===== src/rtl/cronometro_bcd.sv =====
// Four-digit BCD stopwatch: synchronized start/stop, clear and lap buttons drive
// an IDLE/RUN/PAUSE controller, a tick prescaler and a carry-chained BCD counter.
module cronometro_bcd #(
  parameter int N   = 4,
  parameter int DIV = 5_000_000
) (
  input  logic         clk,
  input  logic         rst,
  input  logic         btn_ss,
  input  logic         btn_clr,
  input  logic         btn_lap,
  output logic [N-1:0] count,
  output logic [N-1:0] dec,
  output logic [N-1:0] cent,
  output logic [N-1:0] mil,
  output logic         running,
  output logic         ovf
);

  localparam int            PW        = $clog2(DIV);
  localparam logic [PW-1:0] PRESC_MAX = PW'(DIV - 1);
  localparam logic [N-1:0]  NINE      = N'(9);

  typedef enum logic [1:0] {IDLE, RUN, PAUSE} state_t;

  // Button vectors are ordered {lap, clr, ss}.
  logic [2:0]          sync1_q, sync1_d;
  logic [2:0]          sync2_q, sync2_d;
  logic [2:0]          prev_q, prev_d;
  state_t              state_q, state_d;
  logic [PW-1:0]       presc_q, presc_d;
  logic [3:0][N-1:0]   dig_q, dig_d;
  logic [3:0][N-1:0]   lap_q, lap_d;
  logic                hold_q, hold_d;
  logic                running_q, running_d;
  logic                ovf_q, ovf_d;

  logic [2:0]          ev;
  logic                tick;
  logic                carry;

  always_comb begin
    sync1_d   = {btn_lap, btn_clr, btn_ss};
    sync2_d   = sync1_q;
    prev_d    = sync2_q;
    ev        = sync2_q & ~prev_q;
    tick      = (state_q == RUN) && (presc_q == PRESC_MAX);

    state_d   = state_q;
    presc_d   = presc_q;
    dig_d     = dig_q;
    lap_d     = lap_q;
    hold_d    = hold_q;
    ovf_d     = 1'b0;
    carry     = 1'b0;

    if (ev[1]) begin
      state_d = IDLE;
      presc_d = '0;
      dig_d   = '0;
      lap_d   = '0;
      hold_d  = 1'b0;
    end else begin
      if (state_q == RUN) begin
        presc_d = tick ? '0 : presc_q + PW'(1);
      end
      // A tick ripples a carry through the digits; each digit wraps 9 -> 0.
      if (tick) begin
        carry = 1'b1;
        for (int i = 0; i < 4; i++) begin
          if (carry) begin
            if (dig_q[i] == NINE) begin
              dig_d[i] = '0;
            end else begin
              dig_d[i] = dig_q[i] + N'(1);
              carry    = 1'b0;
            end
          end
        end
        ovf_d = carry;
      end

      if (ev[0]) begin
        case (state_q)
          IDLE:    state_d = RUN;
          RUN:     state_d = PAUSE;
          PAUSE:   state_d = RUN;
          default: state_d = IDLE;
        endcase
      end

      if (ev[2]) begin
        if (hold_q) begin
          hold_d = 1'b0;
        end else if (state_q == RUN) begin
          lap_d  = dig_q;
          hold_d = 1'b1;
        end
      end
    end

    running_d = (state_d == RUN);
  end

  always_ff @(posedge clk or negedge rst) begin
    if (!rst) begin
      sync1_q   <= '0;
      sync2_q   <= '0;
      prev_q    <= '0;
      state_q   <= IDLE;
      presc_q   <= '0;
      dig_q     <= '0;
      lap_q     <= '0;
      hold_q    <= 1'b0;
      running_q <= 1'b0;
      ovf_q     <= 1'b0;
    end else begin
      sync1_q   <= sync1_d;
      sync2_q   <= sync2_d;
      prev_q    <= prev_d;
      state_q   <= state_d;
      presc_q   <= presc_d;
      dig_q     <= dig_d;
      lap_q     <= lap_d;
      hold_q    <= hold_d;
      running_q <= running_d;
      ovf_q     <= ovf_d;
    end
  end

  // While a lap is held the frozen copy is shown; otherwise the live digits.
  assign count   = hold_q ? lap_q[0] : dig_q[0];
  assign dec     = hold_q ? lap_q[1] : dig_q[1];
  assign cent    = hold_q ? lap_q[2] : dig_q[2];
  assign mil     = hold_q ? lap_q[3] : dig_q[3];
  assign running = running_q;
  assign ovf     = ovf_q;

endmodule


===== config.mk =====
export PLATFORM = sky130hd
export DESIGN_NAME = cronometro_bcd
export DESIGN_NICKNAME = d
export VERILOG_FILES = /design/src/rtl/cronometro_bcd.sv
export SDC_FILE = /design/constraint.sdc
export NUM_CORES = 1
export LEC_CHECK = 0
export CORE_ASPECT_RATIO = 1.2
export CORE_MARGIN = 1.5
export CORE_UTILIZATION = 27
export DETAILED_ROUTE_END_ITERATION = 7
export PLACE_DENSITY = 0.43
export SETUP_SLACK_MARGIN = 0.4
export SLEW_MARGIN = 10
export SYNTH_ARGS = -nofsm -noshare
export SYNTH_HDL_FRONTEND = slang
export SYNTH_SLANG_ARGS = --single-unit

===== constraint.sdc =====
create_clock -name clk -period 2.91 [get_ports clk]
set_input_delay 0.291 -clock clk [delete_from_list [all_inputs] [get_ports clk]]
set_output_delay 0.291 -clock clk [all_outputs]
set_load 0.03 [all_outputs]

---- After elaboration in Yosys (flattened, before gate mapping) ----
Index checks and enable logic that the tools add are counted.
cells by class
  $add $sub $neg .......................... 5
  equality and inequality tests ........... 9
  muxes and demuxes ....................... 42
  bitwise logic cells ..................... 2
  reduce and logical (&&, ||, !) cells .... 13
operators by type and width
  operator                                        count
  two-way mux 16 bit                              6
  two-way mux 23 bit                              3
  two-way mux 4 bit                               11
  adder 23 x 1 -> 23 bit (second input constant)  1
  == test 23 bit (second input constant)          1
  two-way mux 1 bit                               19
  adder 4 x 1 -> 4 bit (second input constant)    4
  == test 4 bit (second input constant)           4
  nonzero test 2 bit                              6
  AND reduction 2 bit                             3
  == test 2 x 1 -> 1 bit (second input constant)  2
  two-way mux 2 bit                               2
  case mux 2 bit (2 select lines)                 1
  AND 3 bit                                       1
  inverter 3 bit                                  1
  AND reduction 3 bit                             1
  == test 2 bit (second input constant)           1
  logical NOT 2 bit                               1
  != test 2 x 1 -> 1 bit (second input constant)  1
  OR reduction 2 bit                              1
  logical AND 1 bit                               1
word-level totals
  flip-flop bits (word level) ............. 69
  output and inout port bits .............. 18
  logic and storage cells ................. 87

---- Longest topological paths before layout ----
  depth after elaboration ................. 13
  depth in mapped cells ................... 8

---- Worst setup path before layout ----
Ideal clock, no wire load.
  path kind ............................... reg2reg
  start point ............................. register presc_q[6]
  end point ............................... register dig_q[14] in the netlist's numbering
  library setup time ...................... 0.078 ns
  arrival ................................. 2.018 ns
  data required time ...................... 2.832 ns
  path slack .............................. 0.814 ns
  stages on the path, launching flop included .. 7
  buffers on the path ..................... 1
  cell sequence ........................... dfrtp_1 > buf_6 > or4b_4 > nor4_4 > nand4_2 > or4_1 > a21oi_1
between the ends
  word-level cells in the longest chain between the ends .. 4
RTL lines
  what                           RTL line  source
  start, declared                31        logic [PW-1:0] presc_q, presc_d;
  start signal, assigned         122       presc_q <= presc_d;
  == test 23 bit                 47        tick = (state_q == RUN) && (presc_q == PRESC_MAX);
  logical AND 1 bit              47
  nonzero test 2 bit (no line)   -
  AND reduction 2 bit (no line)  -
  end signal, assigned           123       dig_q <= dig_d;
  end, declared                  32        logic [3:0][N-1:0] dig_q, dig_d;
Every way passes these cells.
A chain may end at the register's enable or synchronous reset.

---- Final worst setup path ----
Ends and elaborated chain as after synthesis.

==> implementation parameters <==
Parameter                              Value

Run status
  Result of the run ... finished, final reports clean

STA
  Final setup violation count ... 0
  Worst relative slew slack ... 39.2%
  Top achievable clock speed ... 430 MHz
  Unrepaired setup endpoints after global routing ... false
  Number of endpoints with negative hold slack in the final report ... 0
  Post-layout minimum cycle time ... 2330 ps
  Number of slew-limit violations in the final report ... 0
  Clock Skews ... 8.61 ps
  Setup_tns ... 0 ps
  Slew @ Worst Pin ... 912 ps
  Final period utilization ... 80.0%

Routing
  Sum of met2 wire segment lengths after detailed routing ... 3870 um
  Vias after detailed routing ... 2605
  First DRT Iteration DRCs ... 79
  DR top layer ... met4
  Vias per std cell ... 4.69
  Iteration count of the initial detailed-routing pass ... 4
  Total wirelength of the detailed-routed design ... 7920 um
  Length of routed wiring on met1 ... 3730 um
  Number of nets with antenna violations after detailed routing ... 0
  Total met3 wirelength after detailed routing ... 208 um
  DR WL/cell ... 14.3 um
  DRC violations left ... 0

Place
  Input/output buffers ... 22
  Routability-driven placement congestion ratio ... 0.741
  Post-detail-place hpwl ... 5090 um
  Cell count after placement ... 537

Pwr
  Worst IR Drop VDD ... 0.000220 V
  Clock power share ... 50.4%
  Flop pwr share ... 43.3%
  Power Internal ... 0.00180 W
  PwrDens ... 562 mW/mm2
  Comb power frac ... 6.2%
  Tot Pwr ... 0.00237 W
  Leak Pwr ... 1.79 nW
  Sw Pwr ... 0.000568 W
  Net switching share of the total power ... 24.0%

Critical path
  Largest fanout on the critical path ... 9
  Number of buffer and inverter instances along the worst setup path ... 0
  Classification of the worst setup path ... flip-flop to flip-flop
  Data required time at the worst endpoint ... 3160 ps
  Worst stage delay on the critical path ... 530 ps
  Signal arrival time at the worst endpoint ... 2580 ps
  Worst-path cell with the longest stage delay ... or4b_4
  Worst setup SP type ... flip-flop
  Cell family contributing the most delay on the critical path ... simple AND/OR/NAND/NOR gates
  Capturing element type of the critical path ... flip-flop
  Cells along the critical path ... or4b_4, nor4_4, nand4_2, or4_1, a21oi_1

CTS
  CTS clk-pin slew, worst paths ... 60 ps
  Sinks on the clock net ... 69
  TritonCTS Buffers ... 9
  Hold Buf Count CTS ... 0
  Clock tree from TritonCTS ... done
  Clk_lat worst skew ... 330 ps
  CTS root buffer ... clkbuf_16
  H-tree lvl count ... 3
  Buffer levels on the longest clock path ... 2

Floorplan
  Die Span X ... 107 um
  # rows ... 45
  IO Count ... 23
  Die H ... 127 um
  Die Outline Area ... 0.0136 mm2
  Area inside the core boundary ... 0.0126 mm2
  Effective utilization at floorplan ... 27.6%

Logic synthesis
  Number of distinct library cells after synthesis ... 40
  Top-area cell type share of the netlist area ... 49.6%
  Commonest cells post-synth ... dfrtp_1 (69), nand2_1 (60), a21oi_1 (32), nor2_1 (32), nand3_1 (19)
  Cell area after synthesis ... 0.00348 mm2
  Most frequent cell after synthesis ... dfrtp_1
  Leading post-synthesis cells by cell area ... dfrtp_1 (50%), nand2_1 (6.5%), a21oi_1 (4.6%), xor2_1 (4.5%), mux2_2 (3.6%)
  Avg Inst Size Synth ... 9.62 um2
  Number of enable-type register cells in the synthesized netlist ... 0
  FF+latch count, synth ... 69
  Cell taking the most area after synthesis ... dfrtp_1
  Number of instances in the synthesized netlist ... 362
  Sequential-to-total area share from yosys stat ... 49.6%
  Fraction of synthesis flops using an asynchronous set or reset pin ... 100%
  Yosys warnings ... 0
  Net count after synthesis ... 376
  Main synth FF type ... dfrtp_1

Global route
  Number of antenna violations at the first check in global routing ... 0
  Remaining global-route overflow ... 0
  First-pass GRT wire length ... 13900 um
  Largest net degree at the start of global routing ... 70
  All-Layer GR Usage ... 13.0%
  Vias in the first global route ... 2791

Cells and area
  Layout area overhead ... 21.2%
  Layout cell share with drive strength beyond 1 ... 13.0%
  Cell Count, Final, Fillers Out ... 555
  Antenna fix cells ... 0
  # nets final ... 400

Hold path
  Type of the tightest min-delay check ... primary input to async pin

Job
  Max-cap viol count ... 0
==> state kept, by name (all words and copies together) (netlist names) <==
signal   flops
presc_q     23
dig_q       16
lap_q       16
prev_d       3
prev_q       3
sync1_q      3
state_q      2
hold_q       1
ovf          1
running      1
==> logic make-up after synthesis <==
group	share of synthesized area, %
DFF	49.6
xor gates and xnor gates	5.54
AOI/OAI and AO/OA	7.55
adders and majority gates	3.24
and+or+nand+nor	26.3
buffers and inverters	3.34
muxes	4.42
==> stage by stage <==
| stage | util [%] | hold WS [ps] | area, um2 | setup WS, ps |
|---|---|---|---|---|
| final | 33.4 | 105 | 4220 | 583 |
| after global routing | 33.4 | 196 | 4220 | 452 |
| after CTS | 33.3 | 143 | 4200 | 488 |
| after detailed placement | 30.7 | 335 | 3880 | 476 |
| after global placement | 30.7 | 332 | 3880 | 530 |
| after floorplan | - | -4.59 | 3480 | 814 |
==> area by class of cell <==
class | count | area, um2
Inverter | 8 | 30.0
Multi-Input combinational cell | 267 | 1650
Clock inverter | 6 | 95.1
Sequential cell | 69 | 1730
Tap cell | 164 | 205
Timing Repair Buffer | 31 | 285
Fill cell | 1330 | 8390
Clock buffer | 10 | 229
==> path summary, 6_finish.rpt <==
kind	endpoint	startpoint	cells after the start	slack (ps)
worst min register to register	prev_d[1]$_DFF_PN0_	sync1_q[1]$_DFF_PN0_	0	350
max in group asynchronous	hold_q$_DFFE_PN0N_	rst	1	2170
worst max register to register	dig_q[14]$_DFFE_PN0P_	presc_q[6]$_DFFE_PN0P_	5	580
worst min-delay path	dig_q[11]$_DFFE_PN0P_	rst	1	100
min in group clk	prev_d[1]$_DFF_PN0_	sync1_q[1]$_DFF_PN0_	0	350
worst max-delay path	dig_q[14]$_DFFE_PN0P_	presc_q[6]$_DFFE_PN0P_	5	580
==> cell usage in the layout, fill, tap and decap left out, drive strengths merged <==
cell type	netlist	routed
dfrtp	69	69
nand2	60	60
nor2	33	33
a21oi	32	32
clkdlybuf4s50	0	21
nand3	20	20
xor2	18	18
nand4	13	13
o21ai	12	12
mux2	11	11
buf	5	10
clkbuf	13	10
inv	8	10
or3	9	9
ha	9	9
or4	7	7
nor2b	5	5
xnor2	4	4
and3	4	4
nor3	4	4
mux2i	3	3
and3b	3	3
nand2b	3	3
or4b	3	3
nor4	3	3
and2	2	2
nor4b	2	2
clkinv	0	2
bufinv	0	2
a211oi	2	2
nand4b	1	1
or4bb	1	1
a21o	1	1
a31oi	1	1
o311ai	1	1
==> power by group through the flow <==
| stage | sequential (W) | clock [W] | combinational, W |
|---|---|---|---|
| detailed placement | 0.00105 | 0 | 0.000155 |
| finish | 0.00103 | 0.00120 | 0.000148 |
| global route | 0.00103 | 0.00126 | 0.000169 |
| CTS | 0.00103 | 0.00124 | 0.000155 |
| global placement | 0.00104 | 0 | 0.000157 |
| floorplan | 0.00103 | 0 | 0.0000941 |
==> what timing repair did <==
action	CTS	global route
resized for setup	1	0
setup endpoints to repair	16	2
pin swaps	0	1
setup buffers	0	2
==> layer usage <==
metal | GRT usage [%] | vias to the layer above
met5 | 0 | -
met4 | 4.86 | 0
met3 | 3.06 | 10
met2 | 21.6 | 29
met1 | 16.4 | 1267
li1 | - | 1299
Note: power is estimated with default switching activity, not from simulation.
